### config.mk
export PLATFORM = sky130hd
export DESIGN_NAME = rv64g_l2_evict_ctrl
export DESIGN_NICKNAME = d
export VERILOG_FILES = /design/src/rtl/rv64g_l2_evict_ctrl_pkg.sv /design/src/rtl/rv64g_l2_evict_ctrl.sv
export SDC_FILE = /design/constraint.sdc
export NUM_CORES = 1
export LEC_CHECK = 0
export BUFFER_PORTS_ARGS = -buffer_cell sky130_fd_sc_hd__buf_2
export CORE_ASPECT_RATIO = 0.7
export CORE_MARGIN = 2
export CORE_UTILIZATION = 42
export CTS_CLUSTER_SIZE = 8
export DETAILED_ROUTE_END_ITERATION = 7
export HOLD_SLACK_MARGIN = 0.08
export MAX_ROUTING_LAYER = met4
export PLACE_DENSITY = 0.78
export REMOVE_ABC_BUFFERS = 1
export SLEW_MARGIN = 10
export SYNTH_ARGS = -nofsm -noshare
export SYNTH_HDL_FRONTEND = slang
export SYNTH_SLANG_ARGS = --single-unit
### constraint.sdc
create_clock -name clk_i -period 2.3 [get_ports clk_i]
set_input_delay 0.115 -clock clk_i [delete_from_list [all_inputs] [get_ports clk_i]]
set_output_delay 0.115 -clock clk_i [all_outputs]
set_load 0.005 [all_outputs]
### src/rtl/rv64g_l2_evict_ctrl_pkg.sv
// rv64g_l2_evict_ctrl_pkg: shared widths and FSM states for the L2 eviction controller
package rv64g_l2_evict_ctrl_pkg;
    localparam int DEF_SET_BITS = 8;
    localparam int DEF_NUM_WAYS = 16;
    localparam int DEF_WAY_BITS = 4;
    localparam int DEF_TAG_BITS = 20;
    typedef enum logic [3:0] {
        S_IDLE,
        S_RD_META,
        S_PICK,
        S_RD_TAG,
        S_WB,
        S_WB_WAIT,
        S_FILL,
        S_FILL_WAIT,
        S_INSTALL,
        S_DONE
    } state_t;
endpackage

### src/rtl/rv64g_l2_evict_ctrl.sv
// rv64g_l2_evict_ctrl: L2 miss-side victim selection, writeback, refill and install sequencer
module rv64g_l2_evict_ctrl
    import rv64g_l2_evict_ctrl_pkg::*;
#(
    parameter int SET_BITS = DEF_SET_BITS,
    parameter int NUM_WAYS = DEF_NUM_WAYS,
    parameter int WAY_BITS = DEF_WAY_BITS,
    parameter int TAG_BITS = DEF_TAG_BITS
) (
    input  logic                clk_i,
    input  logic                rst_i,
    input  logic                miss_valid_i,
    output logic                miss_ready_o,
    input  logic [SET_BITS-1:0] miss_set_i,
    input  logic [TAG_BITS-1:0] miss_tag_i,
    output logic                meta_rd_o,
    output logic [SET_BITS-1:0] meta_set_o,
    output logic [WAY_BITS-1:0] meta_way_o,
    input  logic [NUM_WAYS-1:0] meta_valid_i,
    input  logic [NUM_WAYS-1:0] meta_dirty_i,
    input  logic [TAG_BITS-1:0] meta_tag_i,
    output logic                meta_wr_o,
    output logic [TAG_BITS-1:0] meta_wr_tag_o,
    output logic [SET_BITS-1:0] plru_set_o,
    output logic [NUM_WAYS-1:0] plru_valid_o,
    input  logic [WAY_BITS-1:0] plru_victim_i,
    output logic                plru_access_o,
    output logic [WAY_BITS-1:0] plru_way_o,
    output logic                wb_valid_o,
    input  logic                wb_ready_i,
    output logic [SET_BITS-1:0] wb_set_o,
    output logic [TAG_BITS-1:0] wb_tag_o,
    output logic [WAY_BITS-1:0] wb_way_o,
    input  logic                wb_done_i,
    output logic                fill_valid_o,
    input  logic                fill_ready_i,
    input  logic                fill_done_i,
    output logic                done_o,
    output logic [WAY_BITS-1:0] done_way_o
);
    state_t              state_q, state_d;
    logic [SET_BITS-1:0] set_q;
    logic [TAG_BITS-1:0] tag_q, vtag_q;
    logic [NUM_WAYS-1:0] valid_q, dirty_q;
    logic [WAY_BITS-1:0] victim_q, free_way, pick_way;
    logic                has_free;
    // Invalid ways are filled first (lowest index); PLRU only decides among a full set.
    always_comb begin
        free_way = '0;
        has_free = 1'b0;
        for (int i = NUM_WAYS - 1; i >= 0; i--) begin
            if (!valid_q[i]) begin
                free_way = WAY_BITS'(i);
                has_free = 1'b1;
            end
        end
    end
    assign pick_way = has_free ? free_way : plru_victim_i;
    always_ff @(posedge clk_i or posedge rst_i) begin
        if (rst_i) begin
            state_q  <= S_IDLE;
            set_q    <= '0;
            tag_q    <= '0;
            vtag_q   <= '0;
            valid_q  <= '0;
            dirty_q  <= '0;
            victim_q <= '0;
        end else begin
            state_q <= state_d;
            if (state_q == S_IDLE && miss_valid_i) begin
                set_q <= miss_set_i;
                tag_q <= miss_tag_i;
            end
            if (state_q == S_RD_META) begin
                valid_q <= meta_valid_i;
                dirty_q <= meta_dirty_i;
            end
            if (state_q == S_PICK) victim_q <= pick_way;
            if (state_q == S_RD_TAG) vtag_q <= meta_tag_i;
        end
    end
    always_comb begin
        state_d = state_q;
        case (state_q)
            S_IDLE:      state_d = miss_valid_i ? S_RD_META : S_IDLE;
            S_RD_META:   state_d = S_PICK;
            S_PICK:      state_d = S_RD_TAG;
            S_RD_TAG:    state_d = (valid_q[victim_q] && dirty_q[victim_q]) ? S_WB : S_FILL;
            S_WB:        state_d = !wb_ready_i ? S_WB : (wb_done_i ? S_FILL : S_WB_WAIT);
            S_WB_WAIT:   state_d = wb_done_i ? S_FILL : S_WB_WAIT;
            S_FILL:      state_d = !fill_ready_i ? S_FILL : (fill_done_i ? S_INSTALL : S_FILL_WAIT);
            S_FILL_WAIT: state_d = fill_done_i ? S_INSTALL : S_FILL_WAIT;
            S_INSTALL:   state_d = S_DONE;
            S_DONE:      state_d = S_IDLE;
            default:     state_d = S_IDLE;
        endcase
    end
    // The set index must be live in the accept cycle because the mask read is issued there.
    assign miss_ready_o  = state_q == S_IDLE;
    assign meta_rd_o     = (miss_ready_o && miss_valid_i) || state_q == S_PICK;
    assign meta_set_o    = miss_ready_o ? miss_set_i : set_q;
    assign meta_way_o    = state_q == S_PICK ? pick_way : (miss_ready_o ? '0 : victim_q);
    assign meta_wr_o     = state_q == S_INSTALL;
    assign meta_wr_tag_o = tag_q;
    assign plru_set_o    = meta_set_o;
    assign plru_valid_o  = valid_q;
    assign plru_access_o = state_q == S_INSTALL;
    assign plru_way_o    = victim_q;
    assign wb_valid_o    = state_q == S_WB;
    assign wb_set_o      = set_q;
    assign wb_tag_o      = vtag_q;
    assign wb_way_o      = victim_q;
    assign fill_valid_o  = state_q == S_FILL;
    assign done_o        = state_q == S_DONE;
    assign done_way_o    = victim_q;
endmodule
-- Word-level counts from Yosys, hierarchy flattened
Cells that the tools add are included.
- memories kept: 0
- input bits: 91
- bits in latches: 0
- output and inout bits: 103
- register bits: 88
- RAM bits: 0
- word-level logic and storage cells: 68
- memory bits (read-only): 0
- divide/modulo/power cells: 0
- multiply operators: 0
- shifts and indexed selects: 0
- add/subtract/negate cells: 0
- bitwise operators: 0
- magnitude comparators: 1
- muxes and demuxes: 47
- reductions and logical operators: 4
- equality and inequality tests: 9
- operator list (kind ; count):
    $mux 4 ; 22
    $pmux 4 s9 ; 1
    $mux 1 ; 19
    $eq 4x3->1 const B ; 4
    $bmux 1 s4 ; 2
    $eq 4x2->1 const B ; 2
    $eq 4x4->1 const B ; 2
    $mux 8 ; 1
    $lt 4x5->1 const B ; 1
    $eq 4x1->1 const B ; 1
    $logic_not 4->1 ; 1
    $mux 2 ; 2
    $logic_and 1x1->1 ; 2
    $logic_or 1x1->1 ; 1

-- Depth between registers and ports, before layout
Gate-level depths: netlist of run 1.
- word-level depth: 18
- gate-level depth with buffers: 6
- gate-level depth less buffers: 5

-- Worst setup path before layout of run 1
No wires, ideal clock.
- path type: reg-to-reg
- start point: register state_q[1]
- end point: register dirty_q[13]
- buffers on the path: 2
- cell stages (with the launch flop): 6
- slack: 0.585 ns
- arrival: 1.591 ns
- clock period less this slack: 1.715 ns
- cells stage by stage: dfrtp_1 > buf_2 > nand2b_1 > nor3_4 > buf_2 > mux2_2
- longest elaborated chain between the ends: 1
- RTL lines (item ; line ; text):
    from (decl) ; rv64g_l2_evict_ctrl.sv:41 ; state_t state_q, state_d;
    from (signal assigned) ; rv64g_l2_evict_ctrl.sv:69 ; state_q <= state_d;
    $eq 4x1->1 ; rv64g_l2_evict_ctrl.sv:74 ; if (state_q == S_RD_META) begin
    to (signal assigned) ; rv64g_l2_evict_ctrl.sv:76 ; dirty_q <= meta_dirty_i;
    to (decl) ; rv64g_l2_evict_ctrl.sv:44 ; logic [NUM_WAYS-1:0] valid_q, dirty_q;
Every way passes these cells.
A chain may end at the register's enable or synchronous reset.

-- Final worst setup path of run 1
- start point: register state_q[0]
- end point: output port meta_way_o[3]
- longest elaborated chain between the ends: 3
- elaborated cells between the ends (all ways): 4
- those cells by class: 1 x eq/ne; 2 x mux; 1 x reduce/logical
- RTL lines (item ; line ; text):
    $logic_not 4->1 ; rv64g_l2_evict_ctrl.sv:99 ; assign miss_ready_o = state_q == S_IDLE;
    $mux 4 ; rv64g_l2_evict_ctrl.sv:102 ; assign meta_way_o = state_q == S_PICK ? pick_way : (miss_ready_o ? '0 : victim_q);
    $mux 4 * ; rv64g_l2_evict_ctrl.sv:102 ;
    to (decl) ; rv64g_l2_evict_ctrl.sv:18 ; output logic [WAY_BITS-1:0] meta_way_o,
Mark *: on every way between the ends. The rest lies on a longest branch, timed or not.

==> summary.txt, run 1 <==
Die
  – Core area: about 0.0092 sq mm
  – Top-Level Pins: 194
  – Die area: around 0.010 sq mm
  – DIE HEIGHT: about 86 um
  – Initial Utilization: 44.1%
  – Die width: roughly 120 um
  – Num rows: 29

Place
  – Port Buffer Count: 193
  – HPWL after DPL: 8.22 mm
  – Placer Congestion: 0.882
  – Dpl cells: 623
  – Pre-CTS setup slack: between 0.2 and 0.3 ns
  – Placed Area: 0.00507 sq mm

Setup path
  – Slowest cell on the critical path: dfrtp_2
  – Worst Setup End Kind: primary output
  – CP Data Required Time: around 2.2 ns
  – Setup CP Type: flip-flop to primary output
  – Slowest cell delay on critical path: 0.46 ns
  – Worst reg-to-reg setup slack: between 0.5 and 0.6 ns
  – Crit path launch type: flip-flop
  – Reg2Reg Launch Point: state_q[0]
  – Worst-path fanout max: 10
  – Reg2reg end: meta_wr_tag_o[19]
  – Worst Path Arrival: 2.11 ns
  – Crit-path cells: nand2b_2 -> or3_4 -> o41ai_4 -> and2_1 -> buf_2
  – Worst reg2reg path depth: 5

STA
  – Slew of the pin with the lowest slew margin: 0.651 ns
  – Max-slew headroom: 56.6%
  – Max frequency: 449 MHz
  – Period minus WS final: between 2 and 2.5 ns
  – Setup ws final: 0.0734 ns
  – Endpoints failing setup: 0
  – Hold Vio Cnt, Final: 0
  – Clock Skews: 0.00388 ns
  – Final count of pins violating max slew: 0
  – Final period utilization: slightly below 100%

Hold path
  – Worst Hold Launch: fill_ready_i
  – Hold Path End: state_q[0]
  – Hold crit path type: input pin to flip-flop
  – Hold depth: 4

Logic synthesis
  – Synth Flop Type: dfrtp_1
  – Area contributors post-synth: dfrtp_1 54%, mux2_2 14%, mux2_1 9.1%
  – Post-synth cell types: 39
  – Seq/Total Area, Yosys: between 50 and 60%
  – Ys async rst share: 100%
  – Synth Cell Area: 0.00406 sq mm
  – Post-synth EDFFs: 0
  – Share of the synthesized area in the top cell type: between 50% and 60%
  – Yosys warning total: 0
  – Synth Area per Inst: 12.4 sq um
  – Cell count after synthesis: 328
  – Synth Register Bits: 88
  – Post-synth top area cell: dfrtp_1

Finish
  – Diode count: 0
  – Most common cell after layout, fill and taps aside: buf_2
  – Syn-to-layout area delta: 54.5%
  – Fin cells: 724
  – # nets final: 686
  – Share of layout cells above drive strength 1: 47.2%
  – Finished Cell Area: 0.00628 sq mm
  – Fill cells: 671
  – Final core occ: about two thirds
  – Commonest cells after routing, fill and taps aside: 193 x buf_2, 86 x dfrtp_1, 82 x dlygate4sd3_1

Route
  – Post-Route WL: 12.7 mm
  – Via/cell ratio: 5.13
  – Vias: 3715
  – Drt drc: 0
  – Wire length per cell: 17.6 um
  – DRT iter0 DRCs: 146
  – ANT nets after route: 0
  – DRT Pass-1 Iters: 4

Clock network
  – TritonCTS buffer count: 9
  – Clock transition at path regs: 0.06 ns
  – H-tree depth: 3
  – CTS tree: done
  – Root buf cell: clkbuf_16
  – Skew-Pair Late Insertion Delay: 0.33 ns
  – Worst-case clock buffer depth: 2
  – Num Clock Sinks: 88

Power
  – Pleak: slightly above 0.003 uW
  – Max IR drop VDD: 0.845 mV
  – Pwr dens: around 1300 mW/mm^2

Global route
  – Largest net degree at the start of global routing: 36
  – GR Overflow Total: 0
  – Total GRT Usage: between 20 and 30%
  – Antenna violations before repair: 0
  – First-pass GRT wire length: 20.0 mm
  – Vias in the first global route: 3964

Outcome
  – Status: completed

Job
  – Number of max-cap violations: 0
-- worst max path at each step --
stage | start | endpoint | cells past startpoint
final | state_q[0] | meta_way_o[3] | 5
after global routing | state_q[0] | meta_way_o[2] | 6
after CTS | state_q[1] | meta_way_o[3] | 5
after detailed placement | state_q[0] | meta_way_o[3] | 5
after global placement | state_q[0] | meta_way_o[3] | 5
after floorplan | state_q[2] | meta_wr_tag_o[0] | 3
-- registers in the layout, indices dropped and copies added, names as in the netlist --
register / cells
meta_wr_tag_o: 20
wb_set_o: 8
wb_tag_o: 20
dirty_q: 16
done_way_o: 4
state_q: 4
plru_valid_o: 16
-- cell usage after synthesis, types with 2 or more instances --
cell / n
nand2b_1: 4
mux2_1: 33
nor2_1: 5
dfrtp_1: 88
nor3_1: 6
a21oi_1: 12
clkbuf_1: 3
nand2_1: 26
o21ai_0: 9
and2_1: 2
o211ai_1: 6
nand4_1: 6
nor4_1: 2
buf_4: 17
o2111ai_1: 3
mux2_2: 52
inv_1: 7
a31oi_1: 5
nor2b_1: 5
buf_2: 11
nand3_1: 7
a211oi_1: 2
-- logic make-up after synthesis --
logic type,share of synthesized area (%)
buffers and inverters,5.70
muxes,23.6
and+or+nand+nor,8.84
AOI/OAI and AO/OA,7.67
DFF,54.2
-- layer usage --
metal / vias to the layer above / part of all wire (%) / track usage (%)
li1: 1704 / - / -
met5: - / 0 / -
met4: 0 / 1.5 / 7.00
met3: 19 / 6.6 / 6.05
met2: 163 / 50 / 43.8
met1: 1829 / 42 / 30.5
-- critical path, delay by kind of cell, from the launching register on --
family | cells | cell delay, ns
buffers and inverters | 1 | 0.12
flip-flops | 1 | 0.46
AO/OA/AOI/OAI | 1 | 0.38
AND/OR/NAND/NOR | 3 | 0.83
-- through the flow --
step	TNS [ns]	hold slack [ns]	total power, uW
final	0	0.176	8070
after global routing	-0.00394	0.190	8560
after CTS	0	0.158	7980
after detailed placement	0	0.196	6200
after global placement	0	0.192	6030
after floorplan	-26.95	0.232	4610
-- what timing repair did --
action | in CTS | in global routing
hold buffers | 82 | 0
endpoints found under the hold margin | 113 | 0
gates resized for setup | 2 | 4
endpoints found under the setup margin | 2 | 2
setup buffers | 0 | 3
-- report_power, final --
part	switching (uW)	total [uW]	internal (uW)	leakage, uW
clock network	580	1620	1040	0.000163
logic	1520	3360	1840	0.00182
registers	749	3090	2340	0.00105
-- layout make-up --
type                       count  area, sq um  share of cell area [%]
clock buffer                  14          274                    4.37
clock inverter                 2         60.1                   0.957
inverter                       7         27.5                   0.439
multi-input combinational    201         1660                    26.4
sequential                    88         2200                    35.1
tap                          124          155                    2.47
timing repair buffer         288         1900                    30.2
No activity file was read; power rests on OpenSTA's default activity.
==> run 2: changes to the inputs <==
--- a/config.mk
+++ b/config.mk
@@ -5,6 +5,7 @@
 export SDC_FILE = /design/constraint.sdc
 export NUM_CORES = 1
 export LEC_CHECK = 0
+export ABC_AREA = 1
 export BUFFER_PORTS_ARGS = -buffer_cell sky130_fd_sc_hd__buf_2
 export CORE_ASPECT_RATIO = 0.7
 export CORE_MARGIN = 2
@@ -13,7 +14,7 @@
 export DETAILED_ROUTE_END_ITERATION = 7
 export HOLD_SLACK_MARGIN = 0.08
 export MAX_ROUTING_LAYER = met4
-export PLACE_DENSITY = 0.78
+export PLACE_DENSITY = 0.77
 export REMOVE_ABC_BUFFERS = 1
 export SLEW_MARGIN = 10
 export SYNTH_ARGS = -nofsm -noshare
==> summary.txt, run 2 <==
Global route
  – GR Overflow Total: 0 (unchanged)
  – First-pass GRT wire length: 18.9 mm (was 20.0 mm)
  – Antenna violations before repair: 0 (unchanged)
  – Total GRT Usage: 23.6% (was 25.5%)
  – Vias in the first global route: 3956 (was 3964)
  – Largest net degree at the start of global routing: 50 (was 36)

Clock network
  – CTS tree: done (unchanged)
  – Skew-Pair Late Insertion Delay: 0.34 ns (was 0.33 ns)
  – Clock transition at path regs: 0.06 ns (about the same)
  – Root buf cell: clkbuf_16 (unchanged)
  – Worst-case clock buffer depth: 2 (unchanged)
  – H-tree depth: 3 (unchanged)
  – Setup bufs post-CTS: 0 (unchanged)
  – TritonCTS buffer count: 9 (unchanged)
  – Num Clock Sinks: 88 (unchanged)

Logic synthesis
  – Synth Flop Type: dfrtp_1 (unchanged)
  – Synth Register Bits: 88 (unchanged)
  – Post-synth top cells: 180 x nand2_1, 88 x dfrtp_1, 37 x inv_1 (was 88 x dfrtp_1, 52 x mux2_2, 33 x mux2_1)
  – Post-synth cell types: 36 (was 39)
  – Top-count cell post-synth: nand2_1 (was dfrtp_1)
  – Post-synth top area cell: dfrtp_1 (unchanged)
  – Synth Cell Area: 0.00418 sq mm (was 0.00406 sq mm)
  – Ys async rst share: 100% (unchanged)
  – Yosys warning total: 0 (unchanged)
  – Area contributors post-synth: dfrtp_1 53%, nand2_1 16%, mux2_4 4.7% (was dfrtp_1 54%, mux2_2 14%, mux2_1 9.1%)
  – Synth Area per Inst: 8.95 sq um (was 12.4 sq um)
  – Post-synth EDFFs: 0 (unchanged)
  – Share of the synthesized area in the top cell type: 52.7% (was 54.2%)
  – Cell count after synthesis: 467 (was 328)
  – Seq/Total Area, Yosys: 52.7% (was 54.2%)

STA
  – Final count of pins violating max slew: 0 (unchanged)
  – Max-slew headroom: 54.2% (was 56.6%)
  – Endpoints failing setup: 0 (unchanged)
  – Setup ws final: 0.164 ns (was 0.0734 ns)
  – Period minus WS final: 2.14 ns (was 2.23 ns)
  – Slew of the pin with the lowest slew margin: 0.687 ns (was 0.651 ns)
  – RSZ-0062 raised after global routing: no
  – Final period utilization: 92.9% (was 96.8%)
  – Final setup TNS: 0 ns (unchanged)
  – Hold Vio Cnt, Final: 0 (unchanged)
  – Max frequency: 468 MHz (was 449 MHz)
  – Clock Skews: 0.00356 ns (was 0.00388 ns)

Route
  – Wire length per cell: 14.5 um (was 17.6 um)
  – Vias: 4106 (was 3715)
  – Routed wl met3: 821 um (was 844 um)
  – ANT nets after route: 0 (unchanged)
  – Drt drc: 0 (unchanged)
  – Met1 WL: 5.32 mm (was 5.38 mm)
  – Post-Route WL: 12.5 mm (was 12.7 mm)
  – Via/cell ratio: 4.77 (was 5.13)
  – Met2 WL post-DR: 6.12 mm (was 6.32 mm)
  – DRT Pass-1 Iters: 5 (was 4)
  – DRT iter0 DRCs: 221 (was 146)
  – Uppermost layer routed: met4 (unchanged)

Setup path
  – Worst Path Arrival: 2.02 ns (was 2.11 ns)
  – Worst Setup End Kind: primary output (unchanged)
  – Delay-heaviest family, CP: simple AND/OR/NAND/NOR gates (unchanged)
  – Slowest cell on the critical path: dfrtp_1 (was dfrtp_2)
  – Reg2reg end: state_q[0] (was meta_wr_tag_o[19])
  – Worst reg-to-reg setup slack: 0.30 ns (was 0.54 ns)
  – Worst path most repeated cell: inv_2
  – Reg2Reg Launch Point: state_q[0] (unchanged)
  – Crit path launch type: flip-flop (unchanged)
  – CP Data Required Time: 2.18 ns (about the same)
  – Crit-path cells: nor2_4 -> inv_2 -> nor3_4 -> inv_2 -> a21oi_1 -> a22oi_2 -> and2_1 -> buf_2 (was nand2b_2 -> or3_4 -> o41ai_4 -> and2_1 -> buf_2)
  – Crit path buffers/inverters: 3 (was 1)
  – Slowest cell delay on critical path: 0.43 ns (was 0.46 ns)
  – Worst reg2reg path depth: 8 (was 5)
  – Setup CP Type: flip-flop to primary output (unchanged)
  – Worst-path fanout max: 7 (was 10)

Finish
  – Final core occ: 65.0% (was 68.1%)
  – Diode count: 0 (unchanged)
  – # nets final: 818 (was 686)
  – Share of layout cells above drive strength 1: 34.3% (was 47.2%)
  – Finished Cell Area: 0.00629 sq mm (was 0.00628 sq mm)
  – Commonest cells after routing, fill and taps aside: 193 x buf_2, 180 x nand2_1, 88 x dfrtp_1 (was 193 x buf_2, 86 x dfrtp_1, 82 x dlygate4sd3_1)
  – Syn-to-layout area delta: 50.6% (was 54.5%)
  – Most common cell after layout, fill and taps aside: buf_2 (unchanged)

Die
  – Top-Level Pins: 194 (unchanged)
  – Die width: 123 um (was 122 um)
  – Num rows: 30 (was 29)
  – Initial Utilization: 43.1% (was 44.1%)
  – DIE HEIGHT: 87.4 um (was 86.3 um)
  – Die area: 0.0108 sq mm (was 0.0105 sq mm)
  – Core area: 0.00968 sq mm (was 0.00922 sq mm)

Power
  – Power after layout: 8060 uW (was 8070 uW)
  – Max IR drop VDD: 0.643 mV (was 0.845 mV)
  – Pleak: 0.00337 uW (was 0.00304 uW)
  – Pwr dens: 1280 mW/mm^2 (was 1290 mW/mm^2)

Place
  – HPWL after DPL: 8.21 mm (was 8.22 mm)
  – Placed Area: 0.00510 sq mm (was 0.00507 sq mm)
  – Port Buffer Count: 193 (unchanged)
  – Placer Congestion: 0.955 (was 0.882)
  – Pre-CTS setup slack: 0.463 ns (was 0.275 ns)

Hold path
  – Hold depth: 5 (was 4)
  – Hold Path End: done_way_o[0] (was state_q[0])
  – Hold crit path type: input pin to flip-flop (unchanged)
  – Worst Hold Launch: plru_victim_i[0] (was fill_ready_i)

Job
  – Number of max-cap violations: 0 (unchanged)

Outcome
  – Status: completed (unchanged)
## run 2: cell count changes after synthesis, sizes merged, moves of 11 or more
cell | previous run | this run
nor2 | 5 | 16
inv | 7 | 45
nand3 | 7 | 20
mux2 | 85 | 20
o21ai | 10 | 36
nand2 | 26 | 183
## run 2: tightest hold or removal path, delay by kind of cell
family,cells,cell delay [ns]
simple gates,4,0.23
buf+inv,1,0.08
## run 2: power by group
part,switching [uW],internal (uW)
clock network,602,1010
registers,641,2310
logic,1890,1600
total,3130,4930
## run 2: metrics by stage
step / std cells / hold slack [ns]
floorplan: 435 / 0.225
global placement: 758 / 0.241
detailed placement: 758 / 0.247
CTS: 860 / 0.102
global route: 860 / 0.129
finish: 860 / 0.118
## run 2: final cells by class
type / instances / area, sq um
Fill cell: 793 / 3390
Timing Repair Buffer: 281 / 1850
Tap cell: 128 / 160
Inverter: 45 / 170
Sequential cell: 88 / 2200
Clock buffer: 12 / 256
Multi-Input combinational cell: 302 / 1570
Clock inverter: 4 / 76.3
## run 2: worst max path at each step
stage | cells past startpoint | from | slack (ns) | to
after floorplan | 1 | rst_i | -0.09 | dirty_q[0]
after global placement | 6 | state_q[0] | 0.52 | state_q[1]
after detailed placement | 5 | state_q[0] | 0.46 | dirty_q[1]
after CTS | 8 | state_q[2] | 0.15 | meta_way_o[2]
after global routing | 9 | state_q[2] | 0.001 | meta_way_o[3]
final | 8 | state_q[2] | 0.16 | meta_way_o[2]
## run 2: routing by layer
metal | vias up | GRT usage (%)
li1 | 1989 | -
met1 | 1928 | 29.1
met2 | 170 | 38.8
met3 | 19 | 5.37
met4 | 0 | 7.44
met5 | - | -
## run 2: repair_timing
| item | in CTS | in global routing |
|---|---|---|
| endpoints found under the hold margin | 123 | 0 |
| setup endpoints to repair | 0 | 0 |
| hold buffers | 86 | 0 |
| resized for setup | 0 | 0 |
## run 2: kinds of logic (layout without fill, tap and decap cells)
family / after synthesis / after routing / share of synthesized area (%)
buffers and inverters: 77 / 342 / 9.67
AOI/OAI and AO/OA: 51 / 51 / 7.25
DFF: 88 / 88 / 52.7
and+or+nand+nor: 231 / 231 / 23.8
muxes: 20 / 20 / 6.56
